## src/rtl/handshake_rr_arbiter_pkg.sv

```systemverilog
// Shared definitions for the round-robin handshake arbiter: index sizing helper,
// requester limit and a maximum-width index type.
package handshake_arb_pkg;

  localparam int MAX_REQ = 32;

  // Index width for MAX_REQ requesters (clog2(32) = 5).
  typedef logic [4:0] arb_idx_t;

  // ceil(log2(n)) but never below 1, so a single-requester build still has a 1-bit index.
  function automatic int clog2_min1(input int n);
    int w;
    w = 0;
    while ((32'sd1 <<< w) < n) begin
      w = w + 1;
    end
    return (w < 1) ? 1 : w;
  endfunction

endpackage

```

## src/rtl/handshake_rr_arbiter_if.sv

```systemverilog
// Handshake bundle between N producers, the arbiter and one consumer.
// The arbiter uses the slave modport; the producer/consumer side uses master.
interface handshake_rr_arbiter_if
  import handshake_arb_pkg::*;
#(
  parameter int NUM_REQ    = 4,
  parameter int DATA_WIDTH = 32
);

  localparam int IDX_W = clog2_min1(NUM_REQ);

  logic [NUM_REQ-1:0]            in_valid;
  logic [NUM_REQ*DATA_WIDTH-1:0] in_data;
  logic [NUM_REQ-1:0]            in_last;
  logic [NUM_REQ-1:0]            in_ready;
  logic                          out_valid;
  logic [DATA_WIDTH-1:0]         out_data;
  logic [IDX_W-1:0]              out_src;
  logic                          out_ready;

  modport master (
    output in_valid,
    output in_data,
    output in_last,
    output out_ready,
    input  in_ready,
    input  out_valid,
    input  out_data,
    input  out_src
  );

  modport slave (
    input  in_valid,
    input  in_data,
    input  in_last,
    input  out_ready,
    output in_ready,
    output out_valid,
    output out_data,
    output out_src
  );

endinterface

```

## src/rtl/handshake_rr_arbiter_rr_pick.sv

```systemverilog
// Rotated priority encoder: the first set bit of req at or after ptr wins,
// wrapping modulo NUM_REQ.
module rr_pick
  import handshake_arb_pkg::*;
#(
  parameter  int NUM_REQ = 4,
  localparam int IDX_W   = clog2_min1(NUM_REQ)
) (
  input  logic [NUM_REQ-1:0] req,
  input  logic [IDX_W-1:0]   ptr,
  output logic [NUM_REQ-1:0] gnt_onehot,
  output logic [IDX_W-1:0]   gnt_idx,
  output logic               any
);

  int sum_s;
  int pos_s;

  // Scan from the farthest slot back to ptr so the nearest valid requester is the last writer.
  always_comb begin
    gnt_idx = '0;
    any     = 1'b0;
    sum_s   = 0;
    pos_s   = 0;
    for (int k = NUM_REQ - 1; k >= 0; k--) begin
      sum_s = int'(ptr) + k;
      pos_s = (sum_s >= NUM_REQ) ? (sum_s - NUM_REQ) : sum_s;
      if (req[pos_s]) begin
        gnt_idx = IDX_W'(pos_s);
        any     = 1'b1;
      end else begin
        gnt_idx = gnt_idx;
        any     = any;
      end
    end
  end

  // Expand the winning index into a one-hot grant vector.
  always_comb begin
    gnt_onehot = '0;
    for (int i = 0; i < NUM_REQ; i++) begin
      gnt_onehot[i] = any && (gnt_idx == IDX_W'(i));
    end
  end

endmodule

```

## src/rtl/handshake_rr_arbiter.sv

```systemverilog
// N-to-1 round-robin valid/ready arbiter with a registered output stage.
// Optional packet locking (multi-beat packets stay contiguous) with HS_ARB_PKT_LOCK_EN.
module handshake_rr_arbiter
  import handshake_arb_pkg::*;
#(
  parameter int NUM_REQ    = 4,
  parameter int DATA_WIDTH = 32
) (
  input  logic                    clk,
  input  logic                    rst,
  handshake_rr_arbiter_if.slave   bus
);

  localparam int IDX_W = clog2_min1(NUM_REQ);

  logic [IDX_W-1:0]      rr_ptr_r;
  logic                  out_valid_r;
  logic [DATA_WIDTH-1:0] out_data_r;
  logic [IDX_W-1:0]      out_src_r;

  logic [NUM_REQ-1:0]    pick_onehot_s;
  logic [IDX_W-1:0]      pick_idx_s;
  logic                  pick_any_s;

  logic [IDX_W-1:0]      win_idx_s;
  logic                  win_any_s;
  logic                  can_load_s;
  logic                  xfer_s;
  logic                  advance_s;
  logic [NUM_REQ-1:0]    ready_s;
  logic [DATA_WIDTH-1:0] data_s;
  logic [IDX_W-1:0]      next_ptr_s;

  rr_pick #(
    .NUM_REQ (NUM_REQ)
  ) u_pick (
    .req        (bus.in_valid),
    .ptr        (rr_ptr_r),
    .gnt_onehot (pick_onehot_s),
    .gnt_idx    (pick_idx_s),
    .any        (pick_any_s)
  );

`ifdef HS_ARB_PKT_LOCK_EN
  logic             lock_r;
  logic [IDX_W-1:0] lock_idx_r;
  logic             unused_onehot_s;

  assign unused_onehot_s = ^pick_onehot_s;

  // While a packet is open only its owner may be granted, even if it is momentarily idle.
  always_comb begin
    if (lock_r) begin
      win_idx_s = lock_idx_r;
      win_any_s = bus.in_valid[lock_idx_r];
    end else begin
      win_idx_s = pick_idx_s;
      win_any_s = pick_any_s;
    end
  end

  assign advance_s = xfer_s && bus.in_last[win_idx_s];

  // Lock opens on a non-last beat and releases on the owner's last beat.
  always_ff @(posedge clk) begin
    if (rst) begin
      lock_r     <= 1'b0;
      lock_idx_r <= '0;
    end else if (xfer_s) begin
      lock_r     <= !bus.in_last[win_idx_s];
      lock_idx_r <= win_idx_s;
    end else begin
      lock_r     <= lock_r;
      lock_idx_r <= lock_idx_r;
    end
  end
`else
  logic unused_last_s;
  logic unused_onehot_s;

  assign unused_last_s   = ^bus.in_last;
  assign unused_onehot_s = ^pick_onehot_s;
  assign win_idx_s       = pick_idx_s;
  assign win_any_s       = pick_any_s;
  assign advance_s       = xfer_s;
`endif

  assign can_load_s = !out_valid_r || bus.out_ready;
  assign xfer_s     = can_load_s && win_any_s && !rst;
  assign next_ptr_s = (win_idx_s == IDX_W'(NUM_REQ - 1)) ? '0 : (win_idx_s + IDX_W'(1));

  // Grant at most one requester, and only when the output register can take a beat.
  always_comb begin
    ready_s = '0;
    for (int i = 0; i < NUM_REQ; i++) begin
      ready_s[i] = xfer_s && (win_idx_s == IDX_W'(i));
    end
  end

  // Payload mux for the winning requester.
  always_comb begin
    data_s = '0;
    for (int i = 0; i < NUM_REQ; i++) begin
      data_s = (win_idx_s == IDX_W'(i)) ? bus.in_data[i*DATA_WIDTH +: DATA_WIDTH] : data_s;
    end
  end

  // Output stage: load on transfer, drain on consume, otherwise hold.
  always_ff @(posedge clk) begin
    if (rst) begin
      out_valid_r <= 1'b0;
      out_data_r  <= '0;
      out_src_r   <= '0;
    end else if (xfer_s) begin
      out_valid_r <= 1'b1;
      out_data_r  <= data_s;
      out_src_r   <= win_idx_s;
    end else if (bus.out_ready) begin
      out_valid_r <= 1'b0;
      out_data_r  <= out_data_r;
      out_src_r   <= out_src_r;
    end else begin
      out_valid_r <= out_valid_r;
      out_data_r  <= out_data_r;
      out_src_r   <= out_src_r;
    end
  end

  // Round-robin pointer moves past the winner; it stays put when nobody transfers.
  always_ff @(posedge clk) begin
    if (rst) begin
      rr_ptr_r <= '0;
    end else if (advance_s) begin
      rr_ptr_r <= next_ptr_s;
    end else begin
      rr_ptr_r <= rr_ptr_r;
    end
  end

  assign bus.in_ready  = ready_s;
  assign bus.out_valid = out_valid_r;
  assign bus.out_data  = out_data_r;
  assign bus.out_src   = out_src_r;

endmodule

```

## src/flat_wrapper.sv

```systemverilog
// flat-port wrapper written by rule: the top's interface ports become plain ports
module handshake_rr_arbiter_flat import handshake_arb_pkg::*;
#(
  parameter int NUM_REQ    = 4,
  parameter int DATA_WIDTH = 32
)
  (clk, rst, bus_in_valid, bus_in_data, bus_in_last, bus_out_ready, bus_in_ready, bus_out_valid, bus_out_data, bus_out_src);
  handshake_rr_arbiter_if #(.NUM_REQ(NUM_REQ), .DATA_WIDTH(DATA_WIDTH)) bus_i ();
  input  logic clk;
  input  logic rst;
  input wire logic [$bits(bus_i.in_valid)-1:0] bus_in_valid;
  input wire logic [$bits(bus_i.in_data)-1:0] bus_in_data;
  input wire logic [$bits(bus_i.in_last)-1:0] bus_in_last;
  input wire logic [$bits(bus_i.out_ready)-1:0] bus_out_ready;
  output wire logic [$bits(bus_i.in_ready)-1:0] bus_in_ready;
  output wire logic [$bits(bus_i.out_valid)-1:0] bus_out_valid;
  output wire logic [$bits(bus_i.out_data)-1:0] bus_out_data;
  output wire logic [$bits(bus_i.out_src)-1:0] bus_out_src;
  assign bus_i.in_valid = bus_in_valid;
  assign bus_i.in_data = bus_in_data;
  assign bus_i.in_last = bus_in_last;
  assign bus_i.out_ready = bus_out_ready;
  assign bus_in_ready = bus_i.in_ready;
  assign bus_out_valid = bus_i.out_valid;
  assign bus_out_data = bus_i.out_data;
  assign bus_out_src = bus_i.out_src;
  handshake_rr_arbiter #(.NUM_REQ(NUM_REQ), .DATA_WIDTH(DATA_WIDTH)) u_core (.clk(clk), .rst(rst), .bus(bus_i));
endmodule
```

## config.mk

```make
export PLATFORM = sky130hd
export DESIGN_NAME = handshake_rr_arbiter_flat
export DESIGN_NICKNAME = d
export VERILOG_FILES = /design/src/rtl/handshake_rr_arbiter_pkg.sv /design/src/rtl/handshake_rr_arbiter_if.sv /design/src/rtl/handshake_rr_arbiter_rr_pick.sv /design/src/rtl/handshake_rr_arbiter.sv /design/src/flat_wrapper.sv
export SDC_FILE = /design/constraint.sdc
export NUM_CORES = 1
export LEC_CHECK = 0
export BUFFER_PORTS_ARGS = -buffer_cell sky130_fd_sc_hd__buf_2
export CAP_MARGIN = 20
export CORE_ASPECT_RATIO = 1.4
export CORE_UTILIZATION = 36
export DETAILED_ROUTE_END_ITERATION = 6
export HOLD_SLACK_MARGIN = 0.06
export PLACE_DENSITY = 0.81
export SLEW_MARGIN = 20
export SYNTH_ARGS = -nofsm -noshare
export SYNTH_HDL_FRONTEND = slang
export SYNTH_SLANG_ARGS = --single-unit
```

## constraint.sdc

```tcl
create_clock -name clk -period 2.1 [get_ports clk]
set_input_delay 0.21 -clock clk [delete_from_list [all_inputs] [get_ports clk]]
set_output_delay 0.21 -clock clk [all_outputs]
set_load 0.05 [all_outputs]
```

==> results of run 1 <==
==> cell families after synthesis <==
family	after synthesis
AO/OA/AOI/OAI	168
adder cells (fa/ha/maj)	4
buffers and inverters	69
flip-flops	37
AND/OR/NAND/NOR	23
==> repair_timing <==
item	4_1_cts	5_1_grt
hold endpoints to repair	0	0
resized for setup	13	60
gates cloned	0	4
pin swaps	1	20
buffers inserted	0	6
hold buffers	0	0
setup endpoints to repair	36	36
==> registers in the layout, summed over array words and instances (netlist names) <==
name / cells
u_core.bus.out_data: 32
u_core.bus.out_valid: 1
u_core.bus.out_src: 2
u_core.rr_ptr_r: 2
==> cell usage in the layout (no fill, tap or decap), types with 3 or more instances in the layout <==
cell type	netlist	layout
buf_2	10	169
a21oi_1	96	79
dfxtp_1	37	35
inv_1	36	34
a211o_1	31	31
a21oi_2	1	18
a221oi_2	0	18
buf_4	3	16
a221oi_1	32	14
clkbuf_8	0	6
buf_12	0	6
ha_4	0	4
buf_6	3	4
nand3_1	3	3
o21ai_0	3	3
nand2_1	3	3
clkbuf_16	0	3
==> stage by stage <==
stage,instances,power (mW),util [%],instance area [sq um]
after global routing,549,4.21,62.9,3900
after detailed placement,532,2.86,53.4,3310
final,549,4.01,62.9,3900
after global placement,532,2.82,53.4,3310
after floorplan,301,2.31,-,2330
after CTS,540,3.55,56.2,3490
==> critical path: cells and delay by family (launching register included) <==
family          cells  cell delay [ns]
buf+inv             3             0.43
flops               1             0.37
fa+ha+maj           1             0.12
simple gates        1             0.15
compound gates      5             0.93
==> path summary, 6_finish.rpt <==
path,startpoint,end,slack (ns),cells after the start
setup / recovery,u_core.rr_ptr_r[0],u_core.bus.out_data[9],0.02,10
hold / removal,rst,u_core.bus.out_valid,0.14,2
setup reg to reg,u_core.rr_ptr_r[0],u_core.bus.out_data[9],0.02,10
hold reg to reg,u_core.bus.out_src[1],u_core.bus.out_src[1],0.48,2
==> area by class of cell <==
class	count	area, sq um	share of cell area (%)
repair buffers	200	1240	31.7
flip-flops and latches	37	748	19.2
multi-input cells	195	1570	40.3
clock buffers	7	86.3	2.21
clock inverters	1	30.0	0.769
well taps	72	90.1	2.31
inverters	37	139	3.56
==> power breakdown <==
part / internal (mW) / switching, mW / leakage, nW
combinational: 1.01 / 1.42 / 1.62
sequential: 0.854 / 0.0885 / 0.312
clock: 0.387 / 0.255 / 0.0585
==> metal layers <==
layer / vias to the layer above / track usage (%)
met5: - / 0
met4: 0 / 10.3
met3: 26 / 3.84
met2: 170 / 41.9
met1: 1496 / 26.3
li1: 1471 / -
==> metrics.md, run 1 <==
| Metric | Value |
|---|---|
| Outcome | `completed` |
| Detailed-route vias per instance | `5.76` |
| Setup repair after global routing missed its margin | `true` |
| Final-layout worst hold slack | `0.137 ns` |
| Total die area | `6800 sq um` |
| Yosys reg bits | `37` |
| DRC violation count after routing | `0` |
| Met2 Routed Length | `4.90 mm` |
| EDFF count, synth | `0` |
| Total number of vias | `3,163` |
| Number of buffers inserted during clock tree synthesis | `5` |
| Min-Delay Path Class | `in -> reg` |
| Critical-path cell with the highest stage delay | `dfxtp_4` |
| Slew at the pin closest to its max-slew limit | `0.519 ns` |
| Max capacitance violation total | `0` |
| Initial DRT Pass Iterations | `4` |
| Fill cell total of the finished layout | `542` |
| Instance count of the mapped netlist | `301` |
| Post-synthesis instance area | `2330 sq um` |
| CTS root buf | `clkbuf_8` |
| Post-Synth XOR/XNOR Area | `0%` |
| Global-route wire length before repair | `13.0 mm` |
| Library cell with the highest instance count after synthesis | `a21oi_1` |
| Setup slack after layout | `0.0205 ns` |
| GR Overflow Total | `0` |
| Number of different library cells in the post-synthesis netlist | `27` |
| Crit. End Element | `flip-flop` |
| Synth area leader | `dfxtp_1` |
| Count of warnings emitted by yosys | `0` |
| Leakage Power | `1.99 nW` |
| Vias in the first global route | `2,957` |
| Critical path class | `reg -> reg` |
| Antenna Cells | `0` |
| Top cells by area in the synthesized netlist | `dfxtp_1 32%, a21oi_1 21%, a221oi_1 12%` |
| Max Clk Rate | `481 MHz` |
| Number of nets with antenna violations after routing | `0` |
| Maximum number of pins on one net before global-route repair | `39` |
| Complex-gate fraction of the synthesized area | `47.0%` |
| Iter 0 DRT Violations | `174` |
| Post-synthesis to final-layout area growth | `67.7%` |
| Width of the die | `70.0 um` |
| Top layer in use | `met4` |
| Initial core utilization | `37.5%` |
| Post-synthesis adder-cell area fraction | `2.15%` |
| Syn Area/Cell | `7.74 sq um` |
| # nets final | `619` |
| Element type at the critical path start | `flip-flop` |
| Net count after synthesis | `444` |
| Area share of and/or/nand/nor cells after synthesis | `5.91%` |
| # setup viols final | `0` |
| Final hold vios | `0` |
| CTS tree | `yes` |
| Share of cells above drive strength 1 | `55.1%` |
| HPWL after DPL | `5.93 mm` |
| Clk Latency, worst-skew pair | `0.28 ns` |
| Ranking of synthesized cells by instance count | `96 x a21oi_1, 37 x dfxtp_1, 36 x inv_1` |
| DR WL met3 | `563 um` |
| Fin Clk Skew | `0.00605 ns` |
| Die span in y | `97.2 um` |
| Gp weighted congestion | `0.860` |
| Deepest level of the CTS H-tree | `2` |
| Setup WS pre-CTS | `-0.209 ns` |
| Worst-path fanout max | `6` |
| Number of input and output port buffers inserted | `173` |
| Gr usage total | `23.2%` |
| Total length of routed wires | `9.18 mm` |
| Deepest clock path buffer count | `2` |
| Data required time at the worst endpoint | `2.31 ns` |
| Async set-reset flop share out of synthesis | `0%` |
| IR drop worst, VDD | `0.675 mV` |
| Final sum of negative setup slack | `0 ns` |
| P per Cell Area | `1030 nW/um^2` |
| Post-layout min period | `2.08 ns` |
| Std-Cell Core Area | `6210 sq um` |
| Delay of the slowest critical-path stage | `0.37 ns` |
| Sequential cell area fraction in the yosys report | `31.8%` |
| Main combinational cell family by area after synthesis | `compound AO/OA/AOI/OAI gates` |
| Max-slew violation total from the final report | `0` |
| Register clock-pin slew on the reported worst setup and hold paths | `0.07 ns` |
| Most used flip-flop cell after synthesis | `dfxtp_1` |
| Sinks on the clock net | `37` |
| Critical Path, Cell by Cell | `o221a_4 -> o22ai_4 -> buf_6 -> ha_4 -> nor2b_4 -> buf_12 -> clkbuf_16 -> a221oi_1 -> a211o_1 -> a21oi_2` |
| Period utilisation layout | `99.0%` |
| Area share of the largest cell type after synthesis | `31.8%` |
| Routed WL per cell | `16.7 um` |
| Routed metal-1 wirelength | `3.45 mm` |
| Initial antenna violation count | `0` |
| Worst EP arrival | `2.29 ns` |
| Proportion of synthesized area in mux cells | `0%` |
| Rel. slew slack | `65.2%` |
| Top-level I/O count | `178` |
| Standard-cell row count | `34` |
Note: power is estimated with default switching activity, not from simulation.
==> run 2: changes to the inputs <==
BUFFER_PORTS_ARGS = default   (was -buffer_cell sky130_fd_sc_hd__buf_2)
CORE_MARGIN = 2   (was default)
CORE_UTILIZATION = 50   (was 36)
DONT_BUFFER_PORTS = 1   (was default)
PLACE_DENSITY = 0.73   (was 0.81)
SYNTH_HIERARCHICAL = 1   (was default)
==> metrics.md, run 2 <==
| Metric | Value |
|---|---|
| Cell Area, Placed | `2940 sq um (-11%)` |
| Post-synthesis instance area | `2850 sq um (+22%)` |
| Count of placed standard cells in the final layout, fillers left out | `411 (-25%)` |
| Post-layout min period | `2.28 ns (+0.200 ns)` |
| Slew at the pin closest to its max-slew limit | `0.960 ns (+0.440 ns)` |
| Highest-count cells in the layout ignoring fill and taps | `52 x a21oi_1, 35 x dfxtp_1, 32 x nand3b_1, 30 x inv_1, 27 x nand2_1` |
| Flip-flop and latch area | `746 sq um (-0.33%)` |
| Setup repair after global routing missed its margin | `true` |
| Worst-path fanout max | `22 (+16)` |
| Gp weighted congestion | `0.829 (-3.6%)` |
| Most frequent standard cell in the layout excluding fill and tap cells | `a21oi_1` |
| Die span in y | `93.3 um (-4.0%)` |
| Net count after synthesis | `484 (+9.0%)` |
| Max capacitance violation total | `0 (unchanged)` |
| Min-Delay Path Class | `in -> reg` |
| # nets final | `485 (-22%)` |
| Cell area after layout | `3430 sq um (-12%)` |
| Final-layout worst hold slack | `0.0836 ns (-0.0537 ns)` |
| Post-synthesis to final-layout area growth | `20.5%` |
| HPWL after DPL | `5.60 mm (-5.5%)` |
| Maximum number of pins on one net before global-route repair | `35 (-10%)` |
| Fill cell total of the finished layout | `495 (-8.7%)` |
| Period utilisation layout | `109% (+9.5 points)` |
| Total length of routed wires | `8.93 mm (-2.6%)` |
| Iter 0 DRT Violations | `182 (+4.6%)` |
| Data required time at the worst endpoint | `2.33 ns (+0.02 ns)` |
| Leakage Power | `1.26 nW (-37%)` |
| Antenna Cells | `0 (unchanged)` |
| Register clock-pin slew on the reported worst setup and hold paths | `0.08 ns (about the same)` |
| Max Clk Rate | `439 MHz (-8.8%)` |
| Crit. End Element | `flip-flop` |
| Top-level I/O count | `178 (unchanged)` |
| CTS root buf | `clkbuf_8` |
| IR drop worst, VDD | `0.532 mV (-21%)` |
| GR Overflow Total | `0 (unchanged)` |
| Gr usage total | `26.5% (+3.3 points)` |
| Worst EP arrival | `2.51 ns (+0.22 ns)` |
| Rel. slew slack | `35.9% (-29 points)` |
| Core occupancy in the finished layout | `62.1% (-0.71 points)` |
| Vias in the first global route | `2,590 (-12%)` |
| Number of nets with antenna violations after routing | `0 (unchanged)` |
| Instance count of the mapped netlist | `341 (+13%)` |
| Total Power | `3.29 mW (-18%)` |
| Max-slew violation total from the final report | `0 (unchanged)` |
| CTS tree | `yes` |
| Fin Clk Skew | `0.00874 ns (+0.00269 ns)` |
| Detailed-route vias per instance | `6.52 (+13%)` |
| Critical path class | `reg -> reg` |
| Syn Area/Cell | `8.35 sq um (+8.0%)` |
| Deepest clock path buffer count | `2 (unchanged)` |
| P per Cell Area | `958 nW/um^2 (-6.8%)` |
| Routed WL per cell | `21.7 um (+30%)` |
| Total die area | `6330 sq um (-6.9%)` |
| Width of the die | `67.8 um (-3.1%)` |
| Final hold vios | `0 (unchanged)` |
| Std-Cell Core Area | `5530 sq um (-11%)` |
| Outcome | `finished with violations` |
| Global-route wire length before repair | `12.8 mm (-1.4%)` |
| Area of the multi-input gates | `1830 sq um (+16%)` |
| Clk Latency, worst-skew pair | `0.29 ns (about the same)` |
| Violations in the final reports | `negative setup slack` |
| # setup viols final | `32 (+32)` |
| Sinks on the clock net | `37 (unchanged)` |
| Element type at the critical path start | `flip-flop` |
| Number of input and output port buffers inserted | `0 (-100%)` |
| Count of warnings emitted by yosys | `6 (+6)` |
| Max FFs per register | `32 (unchanged)` |
| Placed insts | `386 (-27%)` |
| Standard-cell row count | `32 (-5.9%)` |
| Total number of vias | `2,679 (-15%)` |
| DRC violation count after routing | `0 (unchanged)` |
| Initial DRT Pass Iterations | `4 (unchanged)` |
| Setup slack after layout | `-0.179 ns (-0.200 ns)` |
| Initial antenna violation count | `0 (unchanged)` |
| Deepest level of the CTS H-tree | `2 (unchanged)` |
| Share of cells above drive strength 1 | `28.3% (-27 points)` |
| Number of buffers inserted during clock tree synthesis | `5 (unchanged)` |
| Initial core utilization | `51.6% (+14 points)` |
[run 2: path summary, 6_finish.rpt]
path                                    startpoint                     end  slack, ns  cells after the start
worst max-delay path            u_core/rr_ptr_r[1]  u_core/bus.out_data[8]      -0.18                      9
worst max register to register  u_core/rr_ptr_r[1]  u_core/bus.out_data[8]      -0.18                      9
worst min register to register  u_core/rr_ptr_r[0]      u_core/rr_ptr_r[0]       0.51                      2
worst min-delay path              bus_in_data[102]  u_core/bus.out_data[6]       0.08                      2
[run 2: what timing repair did]
item / 4_1_cts / 5_1_grt
endpoints found under the setup margin: 29 / 35
resized for setup: 14 / 18
hold buffers: 1 / 0
setup buffers: 5 / 7
endpoints found under the hold margin: 31 / 0
pin swaps: 6 / 8
cloned: 3 / 2
[run 2: per-layer routing]
layer | wire (um) | vias up | GRT usage [%]
met5 | 0 | - | 0
met4 | 153 | 0 | 9.50
met3 | 519 | 15 | 4.57
met2 | 4710 | 113 | 47.3
met1 | 3550 | 1279 | 30.7
li1 | - | 1272 | -
[run 2: final cells by class]
cell class / instances / share of cell area, %
repair buffers: 36 / 15.5
inverters: 33 / 3.61
multi-input cells: 229 / 53.2
well taps: 68 / 2.48
clock inverters: 2 / 1.09
flip-flops and latches: 37 / 21.7
clock buffers: 6 / 2.41
[run 2: report_power, final]
part | internal, mW | switching, mW
combinational | 0.723 | 0.650
clock | 0.387 | 0.277
sequential | 0.817 | 0.437
total | 1.93 | 1.36
[run 2: critical path, stage by stage (launching register included)]
cell and delay, ns:
dfxtp_4 0.37, a21oi_1 0.14, o21ai_1 0.10, o2bb2a_4 0.25, inv_2 0.08, ha_4 0.20, bufbuf_16 0.29, or4bb_1 0.52
nand3_1 0.10, a32o_1 0.15
[run 2: metrics by stage]
step                 TNS [ns]  worst slack [ns]
floorplan              -0.663           -0.0397
global placement    -0.000930         -0.000930
detailed placement      -1.14            -0.103
CTS                     -2.27            -0.124
global route            -5.50            -0.238
finish                  -3.24            -0.179
